--- config.mk ---
export PLATFORM = sky130hd
export DESIGN_NAME = bus_control_unit
export DESIGN_NICKNAME = d
export VERILOG_FILES = /design/src/rtl/bus_control_unit.sv
export SDC_FILE = /design/constraint.sdc
export NUM_CORES = 1
export LEC_CHECK = 0
export ABC_CLOCK_PERIOD_IN_PS = 4600
export BUFFER_PORTS_ARGS = -buffer_cell sky130_fd_sc_hd__buf_2
export CORE_ASPECT_RATIO = 1.1
export CORE_MARGIN = 3
export CORE_UTILIZATION = 45
export DETAILED_ROUTE_END_ITERATION = 12
export PLACE_DENSITY = 0.74
export SLEW_MARGIN = 30
export SYNTH_ARGS = -nofsm -noshare
export SYNTH_HDL_FRONTEND = slang
export SYNTH_SLANG_ARGS = --single-unit
--- constraint.sdc ---
create_clock -name clk -period 4.6 [get_ports clk]
set_input_delay 0.46 -clock clk [delete_from_list [all_inputs] [get_ports clk]]
set_output_delay 0.46 -clock clk [all_outputs]
set_load 0.02 [all_outputs]
--- src/rtl/bus_control_unit.sv ---
// rtl/bus_control_unit.sv - external bus sequencer arbitrating prefetch and EU bus cycles
//
// Runs one bus cycle at a time: either an instruction fetch for the prefetch
// queue (FETCH) or a memory/IO command from the execution unit (EU_CYCLE).
// Each cycle is followed by at least one IDLE cycle where arbitration happens.
// Optional feature macro: BUS_TIMEOUT_EN (abort a cycle after TIMEOUT_CYCLES
// wait states; without it cycles wait forever and bus_error is tied 0).
//
// Ports:
//   clk, resetn                 rising-edge clock, synchronous active-low reset
//   PS, PFP                     code segment and prefetch offset (fetch address)
//   queue_full, queue_suspend,
//   queue_flush                 prefetch queue status inputs
//   queue_push, queue_push_byte combinational queue write strobe (+ odd byte flag)
//   eu_bus_command, eu_bus_address, eu_byte_enable_upper, eu_write_data
//                               EU request, held until eu_done
//   eu_read_data, eu_done       captured read data and one-cycle completion pulse
//   data_in, readyb             bus read data, active-low ready
//   address_out, data_out, bus_status, bus_upper_byte_enable
//                               registered bus pins
//   bus_error                   one-cycle timeout pulse
module bus_control_unit #(
  parameter int STARVE_LIMIT   = 4,
  parameter int TIMEOUT_CYCLES = 16
) (
  input  logic        clk,
  input  logic        resetn,
  input  logic [15:0] PS,
  input  logic [15:0] PFP,
  input  logic        queue_full,
  input  logic        queue_suspend,
  input  logic        queue_flush,
  output logic        queue_push,
  output logic        queue_push_byte,
  input  logic [2:0]  eu_bus_command,
  input  logic [19:0] eu_bus_address,
  input  logic        eu_byte_enable_upper,
  input  logic [15:0] eu_write_data,
  output logic [15:0] eu_read_data,
  output logic        eu_done,
  input  logic [15:0] data_in,
  input  logic        readyb,
  output logic [19:0] address_out,
  output logic [15:0] data_out,
  output logic [3:0]  bus_status,
  output logic        bus_upper_byte_enable,
  output logic        bus_error
);

  localparam int SW = $clog2(STARVE_LIMIT + 1);

  localparam logic [3:0] ST_IDLE   = 4'b1111;
  localparam logic [3:0] ST_MEM_RD = 4'b1001;
  localparam logic [3:0] ST_MEM_WR = 4'b1010;
  localparam logic [3:0] ST_IO_RD  = 4'b0101;
  localparam logic [3:0] ST_IO_WR  = 4'b0110;

  typedef enum logic [1:0] {IDLE, FETCH, EU_CYCLE} state_t;

  state_t        state;
  logic [SW-1:0] starve_cnt;
  logic          flush_seen;
  logic          byte_only;
  logic          eu_is_read;

  logic       eu_req;
  logic       pf_ok;
  logic       starved;
  logic       grant_eu;
  logic       grant_pf;
  logic [3:0] eu_status;

  always_comb begin
    eu_status = ST_IDLE;
    case (eu_bus_command)
      3'd1:    eu_status = ST_MEM_RD;
      3'd2:    eu_status = ST_MEM_WR;
      3'd3:    eu_status = ST_IO_RD;
      3'd4:    eu_status = ST_IO_WR;
      default: eu_status = ST_IDLE;
    endcase
    // While eu_done is high the EU still shows the command that just finished.
    eu_req   = (eu_status != ST_IDLE) && !eu_done;
    pf_ok    = !queue_full && !queue_suspend && !queue_flush;
    starved  = pf_ok && (starve_cnt >= SW'(STARVE_LIMIT));
    grant_pf = (state == IDLE) && pf_ok && (starved || !eu_req);
    grant_eu = (state == IDLE) && eu_req && !starved;
  end

  // A flush at any point of the fetch discards the word; reset abandons it.
  assign queue_push      = resetn && (state == FETCH) && !readyb && !flush_seen && !queue_flush;
  assign queue_push_byte = queue_push && byte_only;

`ifdef BUS_TIMEOUT_EN
  localparam int TW = (TIMEOUT_CYCLES > 1) ? $clog2(TIMEOUT_CYCLES) : 1;
  logic [TW-1:0] wait_cnt;
`else
  assign bus_error = 1'b0;
`endif

  always_ff @(posedge clk) begin
    if (!resetn) begin
      state                 <= IDLE;
      address_out           <= 20'hFFFF0;
      bus_status            <= ST_IDLE;
      data_out              <= 16'h0000;
      bus_upper_byte_enable <= 1'b0;
      eu_done               <= 1'b0;
      eu_read_data          <= 16'h0000;
      starve_cnt            <= '0;
      flush_seen            <= 1'b0;
      byte_only             <= 1'b0;
      eu_is_read            <= 1'b0;
`ifdef BUS_TIMEOUT_EN
      bus_error             <= 1'b0;
      wait_cnt              <= '0;
`endif
    end else begin
      eu_done <= 1'b0;
`ifdef BUS_TIMEOUT_EN
      bus_error <= 1'b0;
`endif
      case (state)
        IDLE: begin
          if (grant_eu) begin
            state                 <= EU_CYCLE;
            address_out           <= eu_bus_address;
            bus_status            <= eu_status;
            bus_upper_byte_enable <= eu_byte_enable_upper;
            eu_is_read            <= (eu_bus_command == 3'd1) || (eu_bus_command == 3'd3);
            if ((eu_bus_command == 3'd2) || (eu_bus_command == 3'd4))
              data_out <= eu_write_data;
            // starved is false here, so the counter is below the limit
            if (pf_ok)
              starve_cnt <= starve_cnt + 1'b1;
`ifdef BUS_TIMEOUT_EN
            wait_cnt <= '0;
`endif
          end else if (grant_pf) begin
            state                 <= FETCH;
            address_out           <= {PS, 4'h0} + {4'h0, PFP};
            bus_status            <= ST_MEM_RD;
            bus_upper_byte_enable <= 1'b1;
            byte_only             <= PFP[0];
            flush_seen            <= 1'b0;
            starve_cnt            <= '0;
`ifdef BUS_TIMEOUT_EN
            wait_cnt <= '0;
`endif
          end
        end
        FETCH, EU_CYCLE: begin
          if (queue_flush)
            flush_seen <= 1'b1;
          if (!readyb) begin
            state      <= IDLE;
            bus_status <= ST_IDLE;
            if (state == EU_CYCLE) begin
              eu_done <= 1'b1;
              if (eu_is_read)
                eu_read_data <= data_in;
            end
          end
`ifdef BUS_TIMEOUT_EN
          else if (wait_cnt == TW'(TIMEOUT_CYCLES - 1)) begin
            state      <= IDLE;
            bus_status <= ST_IDLE;
            bus_error  <= 1'b1;
            if (state == EU_CYCLE) begin
              eu_done      <= 1'b1;
              eu_read_data <= 16'hFFFF;
            end
          end else begin
            wait_cnt <= wait_cnt + 1'b1;
          end
`endif
        end
        default: state <= IDLE;
      endcase
    end
  end

endmodule

Yosys cells after proc, flatten, opt, wreduce, memory -nomap -nowiden
Cells that the tools add are included.

Register bits: 66. RAM bits: 0. Bits in latches: 0. Output and inout port bits: 61. Memories kept: 0. Input bits: 94. Logic and storage cells: 90. ROM bits: 0.

Add/sub/neg operators: 2. Shift operators: 0. Mux-type cells: 21. Order comparisons: 1. Multipliers: 0. Divide/modulo/power cells: 0. Eq/ne operators: 13. Reduce and logical (&&, ||, !) cells: 38. Bitwise operators: 4.

Operators with widths (number): $mux W20 (2); $add A20 B16 Y20 (1); $pmux W4 S4 (1); $logic_and A1 B1 Y1 (13); $mux W4 (3); $reduce_and A3 Y1 (4); $ne A2 B2 Y1 const B (5); $mux W3 (3); $logic_not A1 Y1 (8); $pmux W4 S2 (1); $reduce_and A4 Y1 (2); $eq A3 B2 Y1 const B (2); $mux W1 (6); $mux W2 (3); $reduce_and A2 Y1 (3); $ne A4 B4 Y1 const B (1); $not A1 Y1 (4); $pmux W2 S2 (1); $reduce_bool A2 Y1 (2); $add A3 B1 Y3 const B (1); $eq A3 B1 Y1 const B (1); $eq A3 B3 Y1 const B (1); $ge A3 B3 Y1 const B (1); $logic_or A1 B1 Y1 (3); other kinds (7) (7).

Longest topological paths before layout
Gate-level depths: netlist of the first run.

Depth in word-level cells: 10. Depth in mapped cells: 11. Mapped depth without buffers: 10.

Worst setup path after synthesis of the first run
Ideal clock, no wire load.

Path kind: input to register. Start: input PS[0]. End: register address_out[16]. Stages: 9. Setup slack: 2202 ps. Path buffers: 0. Data arrival time: 2325 ps. Data required time: 4527 ps. Setup time: 73 ps. Cells stage by stage: ha_1 > inv_1 > fa_1 > nand2b_1 > a21o_1 > a211o_1 > and4_4 > o311a_1 > nor3_2.

Longest elaborated chain between the ends: 3.

Ends and longest elaborated chain: from (decl) (line 28) `input logic [15:0] PS,`; $add A20 B16 Y20 (line 141) `address_out <= {PS, 4'h0} + {4'h0, PFP};`; $mux W20 (line 139) `end else if (grant_pf) begin`; $mux W20 (line 125) `if (grant_eu) begin`; to (signal assigned) (line 127) `address_out <= eu_bus_address;`; to (signal assigned) (line 141); to (decl) (line 43) `output logic [19:0] address_out,`.

No other way between the ends. The select of a mux whose other input is x is not followed. A chain may end at the register's enable or synchronous reset.

Worst setup path in the final report of the first run
Start: register state[0]. End: register address_out[19].

Longest elaborated chain between the ends: 5. Elaborated cells between the ends (all ways): 8. Classes of those cells: mux (1); reduce/logical (7).

Ends and longest elaborated chain: from (decl) (line 60) `state_t state;`; from (signal assigned) (line 103) `state <= IDLE;`; from (signal assigned) (line 126) `state <= EU_CYCLE;`; from (signal assigned) (line 140) `state <= FETCH;`; $logic_not A2 Y1 (*) (line 86, 87, 123); $logic_and A1 B1 Y1, on equally long branches (2 in series) (line 87, 86); $reduce_bool A2 Y1 (no source line); $reduce_and A2 Y1 (no source line).

Every way passes the cells marked *; elsewhere a longest branch is shown, timed or not.

==> results of run 1 <==
-- cell type report --
| cell class | count | area (sq um) |
|---|---|---|
| clock buffer | 12 | 165 |
| clock inverter | 4 | 48.8 |
| fill | 692 | 3050 |
| inverter | 11 | 41.3 |
| multi-input combinational | 304 | 2100 |
| sequential | 66 | 1320 |
| tap | 105 | 131 |
| timing repair buffer | 155 | 781 |
-- cells in the final DEF (no fill, tap or decap), drive strengths merged, types with 3 or more instances in the layout --
cell type    n
buf        155
dfxtp       66
nand2       62
nor2b       24
a21boi      23
mux2i       20
ha          20
nor2        16
a21oi       14
a22oi       13
clkbuf      12
o21ai       12
inv         11
nand3       10
o211ai      10
a21o         9
xor2         5
and3         5
xnor2        5
nand2b       4
and2         4
nor3b        4
a31oi        4
a221oi       4
nor3         4
o22ai        3
clkinv       3
-- registers in the layout (all words and copies together), names as in the netlist --
| name | count |
|---|---|
| data_out | 16 |
| flush_seen | 1 |
| eu_done | 1 |
| bus_upper_byte_enable | 1 |
| eu_read_data | 16 |
| byte_only | 1 |
| state | 2 |
| address_out | 20 |
| starve_cnt | 3 |
| bus_status | 4 |
| eu_is_read | 1 |
-- worst max-delay path by stage --
stage,startpoint,to,slack (ns)
after floorplan,PS[0],address_out[16],2.20
after global placement,eu_bus_command[1],bus_status[0],1.83
after detailed placement,eu_bus_command[1],bus_status[0],1.72
after CTS,state[0],address_out[19],2.06
after global routing,eu_bus_command[1],bus_status[0],1.84
final,state[0],address_out[19],2.05
-- report_power, final --
group          total, mW  internal (mW)  leakage [nW]  switching [mW]
clock              0.512          0.294         0.112           0.218
sequential         0.654          0.623         0.539          0.0313
combinational      0.457          0.186          1.55           0.271
-- worst min-delay path: stages --
cell and delay [ns]:
buf_2 0.09, nand2_1 0.04, a21boi_1 0.05
-- metrics by stage --
step	cell area (sq um)	hold WS (ns)
final	4590	0.352
after global routing	4590	0.334
after CTS	4580	0.333
after detailed placement	4370	0.442
after global placement	4370	0.438
after floorplan	3610	0.430
-- metal layers --
layer,vias up,GRT usage (%),share of wire (%)
met5,-,0,0
met4,0,6.73,1.8
met3,17,5.17,7.3
met2,131,34.9,48
met1,1573,25.0,43
li1,1720,-,-
-- cell families after synthesis --
| group | count (synthesis) | synth area share, % |
|---|---|---|
| simple gates | 147 | 21.8 |
| compound gates | 105 | 20.6 |
| flops | 66 | 36.6 |
| buf+inv | 34 | 5.47 |
| fa+ha+maj | 21 | 7.48 |
| mux | 20 | 5.54 |
| xor+xnor | 10 | 2.42 |
| other cells | 1 | 0.104 |
==> reports/results.ini, run 1 <==
[logic_synthesis]
ys_types=64
syn_area_sq_um=3610
synthTopCellsByArea=dfxtp_1, ha_1, nand2_1, mux2i_1, a21boi_1
synth_common_cells=dfxtp_1, nand2_1, nor2b_1
yosys_warnings=0
synth_cells=404
async_reset_ff_share_pct=0
syn-mean-instance-area_sq_um=8.94
synth_edf_count=0
synth_nets=519
synth_seq_cells=66
yosysMostFrequentCell=dfxtp_1
synth_ff_type=dfxtp_1
yosysTopAreaCell=dfxtp_1
synth_top_cell_area_share_pct=36.6
seq_area_frac_synth_pct=36.6

[sta]
grt_setup_unrepaired=no
fmax_ghz=0.391
setup_tns_ns=0
slew_headroom_pct=50.1
drv_slew=0
clock_skew_ns=0.00905
hold_violations=0
setup-violations-final=0
timing.final.crit_share_pct=55.5
final.min_clock_period_ns=2.55
timing.final.ws_setup_ns=2.05
tightest_slew_ns=0.748

[clock_tree]
cts_tree=yes
cts_resized=0
clk_latency_ns=0.34
path_clk_slew_ns=0.07
cts_setup_buffers=0
cts_max_level=3
numCtsBuffers=9
cts.sinks=66
holdBufCountCts=0
cts-root-buf=clkbuf_8
clock_path_buffers=2

[place]
port-buffer-count=153
pre_cts_slack_ns=1.72
dpl.cell_count=641
dpl.hpwl_um=7200
gp_congestion=0.918

[route]
ant_nets=0
vias=3441
dr.pass1.iters=4
drt_iter0_markers=148
wl_per_cell_um=14.4
vias_per_cell=5.24
drc_errors=0
wl_um=9450

[setup_path]
rr_endpoint=address_out[19]
worstReg2RegStart=state[0]
rrSetupSlack_ns=2.05
worst-path-max-fanout=17
startpoint_type=register
reg2reg_depth=7
criticalPathCategory=register to register
arrival_ns=2.73
path_depth=7
cp_top_family=simple AND/OR/NAND/NOR gates
crit_path_end_kind=register
crit_buf_inv=1
slowest_delay_ns=0.68
worstPathRequired_ns=4.77
path_cells=inv_1, ha_1, nor4b_4, and2_1, nand3_1, nor4bb_1, a2111oi_1
cp_slowest_cell=and2_1

[grt]
grt_pass1_vias=3389
track_usage_pct=20.4
grt.overflow.total=0
grt_max_degree=76
antenna_found_initial=0
grt_pass1_wl_um=15300

[cells_and_area]
utilization_pct=60.0
diodes=0
stdcell_count=657
drive_gt1_share_pct=33.0
fin_nets=662
areaGrowthSynthToFinish_pct=26.9

[flow_run]
drv_cap=0

[run_status]
status=finished clean

[power_and_ir_drop]
p_leak_nw=2.20
p_total_mw=1.62
peakVddDrop_mv=0.138
powerDensity_nw_per_um2=354

[floorplan]
row_count=33
dieArea_sq_um=9140
ioPinCount=155
die_h_um=100
core_area_sq_um=7640
initial_core_util_pct=47.3
die_x_um=91.4

[hold_path]
hp-class=input pin to register
hold_depth=3
hold_end=eu_read_data[10]
min-delay-start=data_in[10]

No activity file was read; power rests on OpenSTA's default activity.
==> run 2: changes to the inputs <==
--- a/config.mk
+++ b/config.mk
@@ -5,13 +5,14 @@
 export SDC_FILE = /design/constraint.sdc
 export NUM_CORES = 1
 export LEC_CHECK = 0
-export ABC_CLOCK_PERIOD_IN_PS = 4600
+export ABC_AREA = 1
+export ABC_CLOCK_PERIOD_IN_PS = 2600
 export BUFFER_PORTS_ARGS = -buffer_cell sky130_fd_sc_hd__buf_2
 export CORE_ASPECT_RATIO = 1.1
 export CORE_MARGIN = 3
 export CORE_UTILIZATION = 45
 export DETAILED_ROUTE_END_ITERATION = 12
-export PLACE_DENSITY = 0.74
+export PLACE_DENSITY = 0.73
 export SLEW_MARGIN = 30
 export SYNTH_ARGS = -nofsm -noshare
 export SYNTH_HDL_FRONTEND = slang
==> constraint.sdc (replaced) <==
create_clock -name clk -period 2.6 [get_ports clk]
set_input_delay 0.26 -clock clk [delete_from_list [all_inputs] [get_ports clk]]
set_output_delay 0.26 -clock clk [all_outputs]
set_load 0.02 [all_outputs]
==> run 2 against run 1 <==
Net effect:
- register-to-register slack worse by 1.7 ns
- global-route usage rose by 0.80 points
- via count rose by 17%
- sequential power up 82%
- synthesized cell count increased by 41%
- combinational power rose by 120%
- clock power increased by 90%
- clock skew up 0.00080 ns
- largest power group unchanged
- worst hold slack lost 0.22 ns
- critical endpoint is now eu_read_data[4]
- die area rose by 4.1%
==> reports/results.ini, run 2 <==
[sta]
grt_setup_unrepaired=no
setup_tns_ns=0  ; unchanged
hold_violations=0  ; unchanged
timing.final.crit_share_pct=85.1  ; +30 points
final.min_clock_period_ns=2.21  ; -0.340 ns
timing.final.ws_setup_ns=0.386  ; -1.66 ns
drv_slew=0  ; unchanged
tightest_slew_ns=0.941  ; +0.193 ns
clock_skew_ns=0.00984  ; +0.000798 ns
fmax_ghz=0.452  ; +15%
holdWs_ns=0.132  ; -0.220 ns
setup-violations-final=0  ; unchanged
slew_headroom_pct=37.0  ; -13 points

[grt]
grt_pass1_wl_um=16400  ; +7.3%
grt_max_degree=40  ; -47%
grt.overflow.total=0  ; unchanged
track_usage_pct=21.2  ; +0.80 points
antenna_found_initial=0  ; unchanged
grt_pass1_vias=3778  ; +11%

[setup_path]
startpoint_type=register
arrival_ns=2.44  ; -0.29 ns
criticalPathCategory=register to register
worstPathRequired_ns=2.83  ; -1.94 ns
crit_path_end_kind=register
worst-path-max-fanout=17  ; unchanged

[clock_tree]
cts_setup_buffers=0  ; unchanged
clock_path_buffers=2  ; unchanged
cts_max_level=3  ; unchanged
path_clk_slew_ns=0.08  ; about the same
cts-root-buf=clkbuf_8
numCtsBuffers=9  ; unchanged
cts.sinks=66  ; unchanged
cts_resized=0  ; unchanged
cts_tree=yes
clk_latency_ns=0.34  ; about the same
holdBufCountCts=0  ; unchanged

[power_and_ir_drop]
power_switching_share_pct=35.3  ; +3.3 points
power_switching_mw=1.13  ; +120%
p_leak_nw=2.64  ; +20%
comb_power_share_pct=31.9  ; +3.7 points
power.internal_mw=2.06  ; +87%
power_frac_seq_pct=37.5  ; -2.8 points
powerDensity_nw_per_um2=661  ; +87%
power_frac_clock_pct=30.6  ; -0.9 points
peakVddDrop_mv=0.356  ; +160%
p_total_mw=3.19  ; +96%

[cells_and_area]
largestRegisters=address_out (20), data_out (16), eu_read_data (16)
stdcell_count=830  ; +26%
utilization_pct=60.0  ; -0.073 points
drive_gt1_share_pct=27.4  ; -5.5 points
areaGrowthSynthToFinish_pct=27.8
stdcell_area_sq_um=4820  ; +5.1%
final_cell_mix=nand2_1, buf_2, inv_1, dfxtp_1, nand3_1
diodes=0  ; unchanged
largest_reg_flops=20  ; unchanged
largest_register=address_out
final_common_cell=nand2_1
fin_nets=832  ; +26%

[logic_synthesis]
synth_edf_count=0  ; unchanged
synth_cells=568  ; +41%
synthTopCellsByArea=dfxtp_1, nand2_1, inv_1, nand3_1, ha_1
yosysMostFrequentCell=nand2_1
yosys_warnings=0  ; unchanged
yosysTopAreaCell=dfxtp_1
synth_nets=683  ; +32%
syn_area_sq_um=3770  ; +4.4%
ys_types=37  ; -42%
syn-mean-instance-area_sq_um=6.64  ; -26%
seq_area_frac_synth_pct=35.0  ; -1.6 points
synth_top_cell_area_share_pct=35.0  ; -1.6 points
synth_ff_type=dfxtp_1
async_reset_ff_share_pct=0  ; unchanged
synth_common_cells=nand2_1, inv_1, dfxtp_1
synth_seq_cells=66  ; unchanged

[place]
gp_congestion=0.899  ; -2.1%
port-buffer-count=153  ; unchanged
pre_cts_slack_ns=0.185  ; -1.54 ns
dpl.hpwl_um=7880  ; +9.5%
dpl.cell_count=814  ; +27%
placed_area_sq_um=4590  ; +5.2%

[run_status]
status=finished clean

[floorplan]
die_h_um=102  ; +2.1%
dieArea_sq_um=9520  ; +4.1%
core_area_sq_um=8040  ; +5.3%
ioPinCount=155  ; unchanged
row_count=34  ; +3.0%
initial_core_util_pct=46.9  ; -0.37 points
die_x_um=93.3  ; +2.0%

[route]
wl_um=10200  ; +7.9%
dr.pass1.iters=4  ; unchanged
drt_iter0_markers=179  ; +21%
vias=4043  ; +17%
drc_errors=0  ; unchanged
wl_per_cell_um=12.3  ; -15%
vias_per_cell=4.87  ; -7.0%
ant_nets=0  ; unchanged

[hold_path]
hp-class=input pin to register

[flow_run]
drv_cap=0  ; unchanged

run 2: per-layer routing:
layer	routed length (um)	global-route usage, %	vias to the layer above
met1	4330	25.2	1793
met3	818	5.60	8
li1	-	-	2096
met5	0	0	-
met4	102	6.31	0
met2	4940	37.3	146
run 2: worst max-delay path, cell delays in order (launching register included):
cell and delay [ns]:
dfxtp_1 0.33, inv_1 0.11, ha_1 0.16, nand2_1 0.05, nor2_1 0.70, inv_1 0.47
nor2_1 0.21, nor2_1 0.07
run 2: path summary, 6_finish.rpt:
path,slack (ns),startpoint,cells past startpoint,endpoint
max reg2reg,0.39,state[0],7,eu_read_data[4]
max,0.39,state[0],7,eu_read_data[4]
min reg2reg,0.46,data_out[15],2,data_out[15]
min,0.13,readyb,2,eu_done
run 2: cells by family after synthesis:
kind of cell | share of synthesized area (%)
compound gates | 10.1
xor+xnor | 0.929
fa+ha+maj | 7.16
buf+inv | 10.9
flops | 35.0
other cells | 0.0994
simple gates | 35.7
run 2: area by class of cell:
| type | instances | area, sq um |
|---|---|---|
| Clock buffer | 11 | 141 |
| Fill cell | 802 | 3220 |
| Multi-Input combinational cell | 404 | 2040 |
| Tap cell | 108 | 135 |
| Timing Repair Buffer | 158 | 803 |
| Clock inverter | 5 | 85.1 |
| Sequential cell | 66 | 1320 |
| Inverter | 78 | 295 |
run 2: power groups by stage:
stage / clock (mW) / combinational (mW) / sequential (mW)
finish: 0.975 / 1.02 / 1.19
global placement: 0 / 1.00 / 1.22
global route: 1.05 / 1.14 / 1.21
CTS: 1.00 / 1.03 / 1.20
detailed placement: 0 / 1.02 / 1.22
floorplan: 0 / 0.601 / 1.34
==> run 3: changes to the inputs <==
--- a/config.mk
+++ b/config.mk
@@ -5,14 +5,13 @@
 export SDC_FILE = /design/constraint.sdc
 export NUM_CORES = 1
 export LEC_CHECK = 0
-export ABC_AREA = 1
 export ABC_CLOCK_PERIOD_IN_PS = 2600
 export BUFFER_PORTS_ARGS = -buffer_cell sky130_fd_sc_hd__buf_2
 export CORE_ASPECT_RATIO = 1.1
 export CORE_MARGIN = 3
 export CORE_UTILIZATION = 45
 export DETAILED_ROUTE_END_ITERATION = 12
-export PLACE_DENSITY = 0.73
+export PLACE_DENSITY = 0.74
 export SLEW_MARGIN = 30
 export SYNTH_ARGS = -nofsm -noshare
 export SYNTH_HDL_FRONTEND = slang
==> run 3 against run 2 <==
Net effect:
- count of clock-buffer cells in the layout down 1
- clock skew down 0.00053 ns
- largest cell class unchanged
- register-to-register slack worse by 0.02 ns
- sequential share of layout area up 1.1 points
- sequential power down 3%
- sequential cell count unchanged
- critical path depth unchanged
- critical endpoint is now address_out[19]
- cell area down 3.8%
- highest routed layer unchanged
- non-clock buffer count up 4
- worst hold slack better by 0.022 ns
- fmax down 0.99%
- critical path type unchanged
- worst setup slack worse by 0.022 ns
==> reports/results.ini, run 3 (synthesis gave the netlist of run 1 again) <==
[run_status]
status=finished clean

[hold_path]
hp-class=input pin to register

[cells_and_area]
fin_nets=669  ; -20%
largest_reg_flops=20  ; unchanged
utilization_pct=60.7  ; +0.76 points
areaGrowthSynthToFinish_pct=28.4
largest_register=address_out
final_common_cell=buf_2
final_cell_mix=buf_2, dfxtp_1, nand2_1, nor2b_1, a21boi_1
drive_gt1_share_pct=33.5  ; +6.1 points
largestRegisters=address_out (20), data_out (16), eu_read_data (16)
diodes=0  ; unchanged
fillers=700  ; -13%
stdcell_count=663  ; -20%

[clock_tree]
cts_max_level=3  ; unchanged
cts_tree=yes
holdBufCountCts=0  ; unchanged
clock_path_buffers=2  ; unchanged
cts.sinks=66  ; unchanged
cts-root-buf=clkbuf_8
clk_latency_ns=0.34  ; about the same
cts_setup_buffers=0  ; unchanged
numCtsBuffers=9  ; unchanged
path_clk_slew_ns=0.08  ; about the same
cts_resized=0  ; unchanged

[sta]
final.min_clock_period_ns=2.24  ; +0.0221 ns
hold_violations=0  ; unchanged
fmax_ghz=0.447  ; -0.99%
timing.final.crit_share_pct=86.0  ; +0.85 points
slew_headroom_pct=52.6  ; +16 points
tightest_slew_ns=0.711  ; -0.230 ns
setup-violations-final=0  ; unchanged
clock_skew_ns=0.00931  ; -0.000534 ns
grt_setup_unrepaired=no
drv_slew=0  ; unchanged
setup_tns_ns=0  ; unchanged

[grt]
grt_pass1_vias=3311  ; -12%
grt_max_degree=45  ; +13%
antenna_found_initial=0  ; unchanged
grt_pass1_wl_um=14900  ; -8.8%
grt.overflow.total=0  ; unchanged
track_usage_pct=20.0  ; -1.2 points

[place]
gp_congestion=0.885  ; -1.7%
port-buffer-count=153  ; unchanged
dpl.hpwl_um=7270  ; -7.7%
dpl.cell_count=648  ; -20%

[setup_path]
criticalPathCategory=register to register
worstPathRequired_ns=2.77  ; -0.06 ns
rrSetupSlack_ns=0.36  ; -0.02 ns
worst-path-max-fanout=15  ; -2
arrival_ns=2.41  ; -0.03 ns
crit_path_end_kind=register
startpoint_type=register

[power_and_ir_drop]
p_leak_nw=2.23  ; -16%
power_frac_clock_pct=32.4  ; +1.8 points
power.internal_mw=2.01  ; -2.6%
p_total_mw=2.94  ; -7.7%
peakVddDrop_mv=0.287  ; -19%
power_frac_seq_pct=39.2  ; +1.7 points
comb_power_share_pct=28.4  ; -3.5 points
powerDensity_nw_per_um2=634  ; -4.1%
power_switching_share_pct=31.8  ; -3.6 points
power_switching_mw=0.934  ; -17%

[route]
drt_iter0_markers=118  ; -34%
wl_um=9420  ; -7.6%
vias_per_cell=5.30  ; +8.8%
drc_errors=0  ; unchanged
wl_per_cell_um=14.2  ; +16%
vias=3513  ; -13%
dr.pass1.iters=5  ; +1
ant_nets=0  ; unchanged

[floorplan]
initial_core_util_pct=47.3  ; +0.37 points
die_h_um=100  ; -2.0%
dieArea_sq_um=9140  ; -4.0%
core_area_sq_um=7640  ; -5.0%
row_count=33  ; -2.9%
ioPinCount=155  ; unchanged
die_x_um=91.4  ; -2.0%

[flow_run]
drv_cap=0  ; unchanged

==> run 3: cell count changes in the layout (fill, tap and decap cells not counted), sizes merged, moves of 23 or more <==
cell and change:
nor2 -34, a21boi +23, o21ai -25, inv -67, nor2b +24, nand3 -51
nand2 -111
==> run 3: worst max-delay path: stages (launching register included) <==
cell	delay (ns)
dfxtp_1	0.33
inv_1	0.10
ha_1	0.25
nor4b_4	0.23
and2_1	0.55
nand3_1	0.18
nor4bb_1	0.33
a2111oi_1	0.10
==> run 3: path summary, 6_finish.rpt <==
kind                     startpoint               end  cells after the start
setup / recovery           state[0]   address_out[19]                      7
hold / removal    eu_bus_address[9]    address_out[9]                      3
setup reg to reg           state[0]   address_out[19]                      7
hold reg to reg    eu_read_data[11]  eu_read_data[11]                      2
==> run 3: power by group through the flow <==
stage / clock network (mW) / logic [mW] / registers [mW]
floorplan: 0 / 0.473 / 1.27
global placement: 0 / 0.817 / 1.17
detailed placement: 0 / 0.837 / 1.17
CTS: 0.971 / 0.842 / 1.15
global route: 1.02 / 0.919 / 1.16
finish: 0.953 / 0.836 / 1.15
==> run 3: through the flow <==
step                      instance area (sq um)  hold slack, ns  worst slack [ns]
final                                      4640           0.154             0.364
after global routing                       4640           0.153            0.0717
after CTS                                  4640           0.141             0.376
after detailed placement                   4420           0.442            0.0709
after global placement                     4420           0.438             0.229
after floorplan                            3610           0.395             0.402
==> run 3: layout make-up <==
cell class	count	area [sq um]	area share, %
clock buffers	10	138	2.97
clock inverters	5	78.8	1.70
inverters	11	41.3	0.890
multi-input cells	304	2090	45.2
flip-flops and latches	66	1320	28.5
well taps	105	131	2.83
repair buffers	162	833	18.0
==> run 3: layer usage <==
layer  share of wire (%)  track usage, %  vias to the layer above  routed length, um
li1                    -               -                     1730                  -
met1                  42            24.1                     1622               3940
met2                  49            35.0                      146               4630
met3                 7.3            4.12                       15                683
met4                 1.8            7.54                        0                172
met5                   0               0                        -                  0
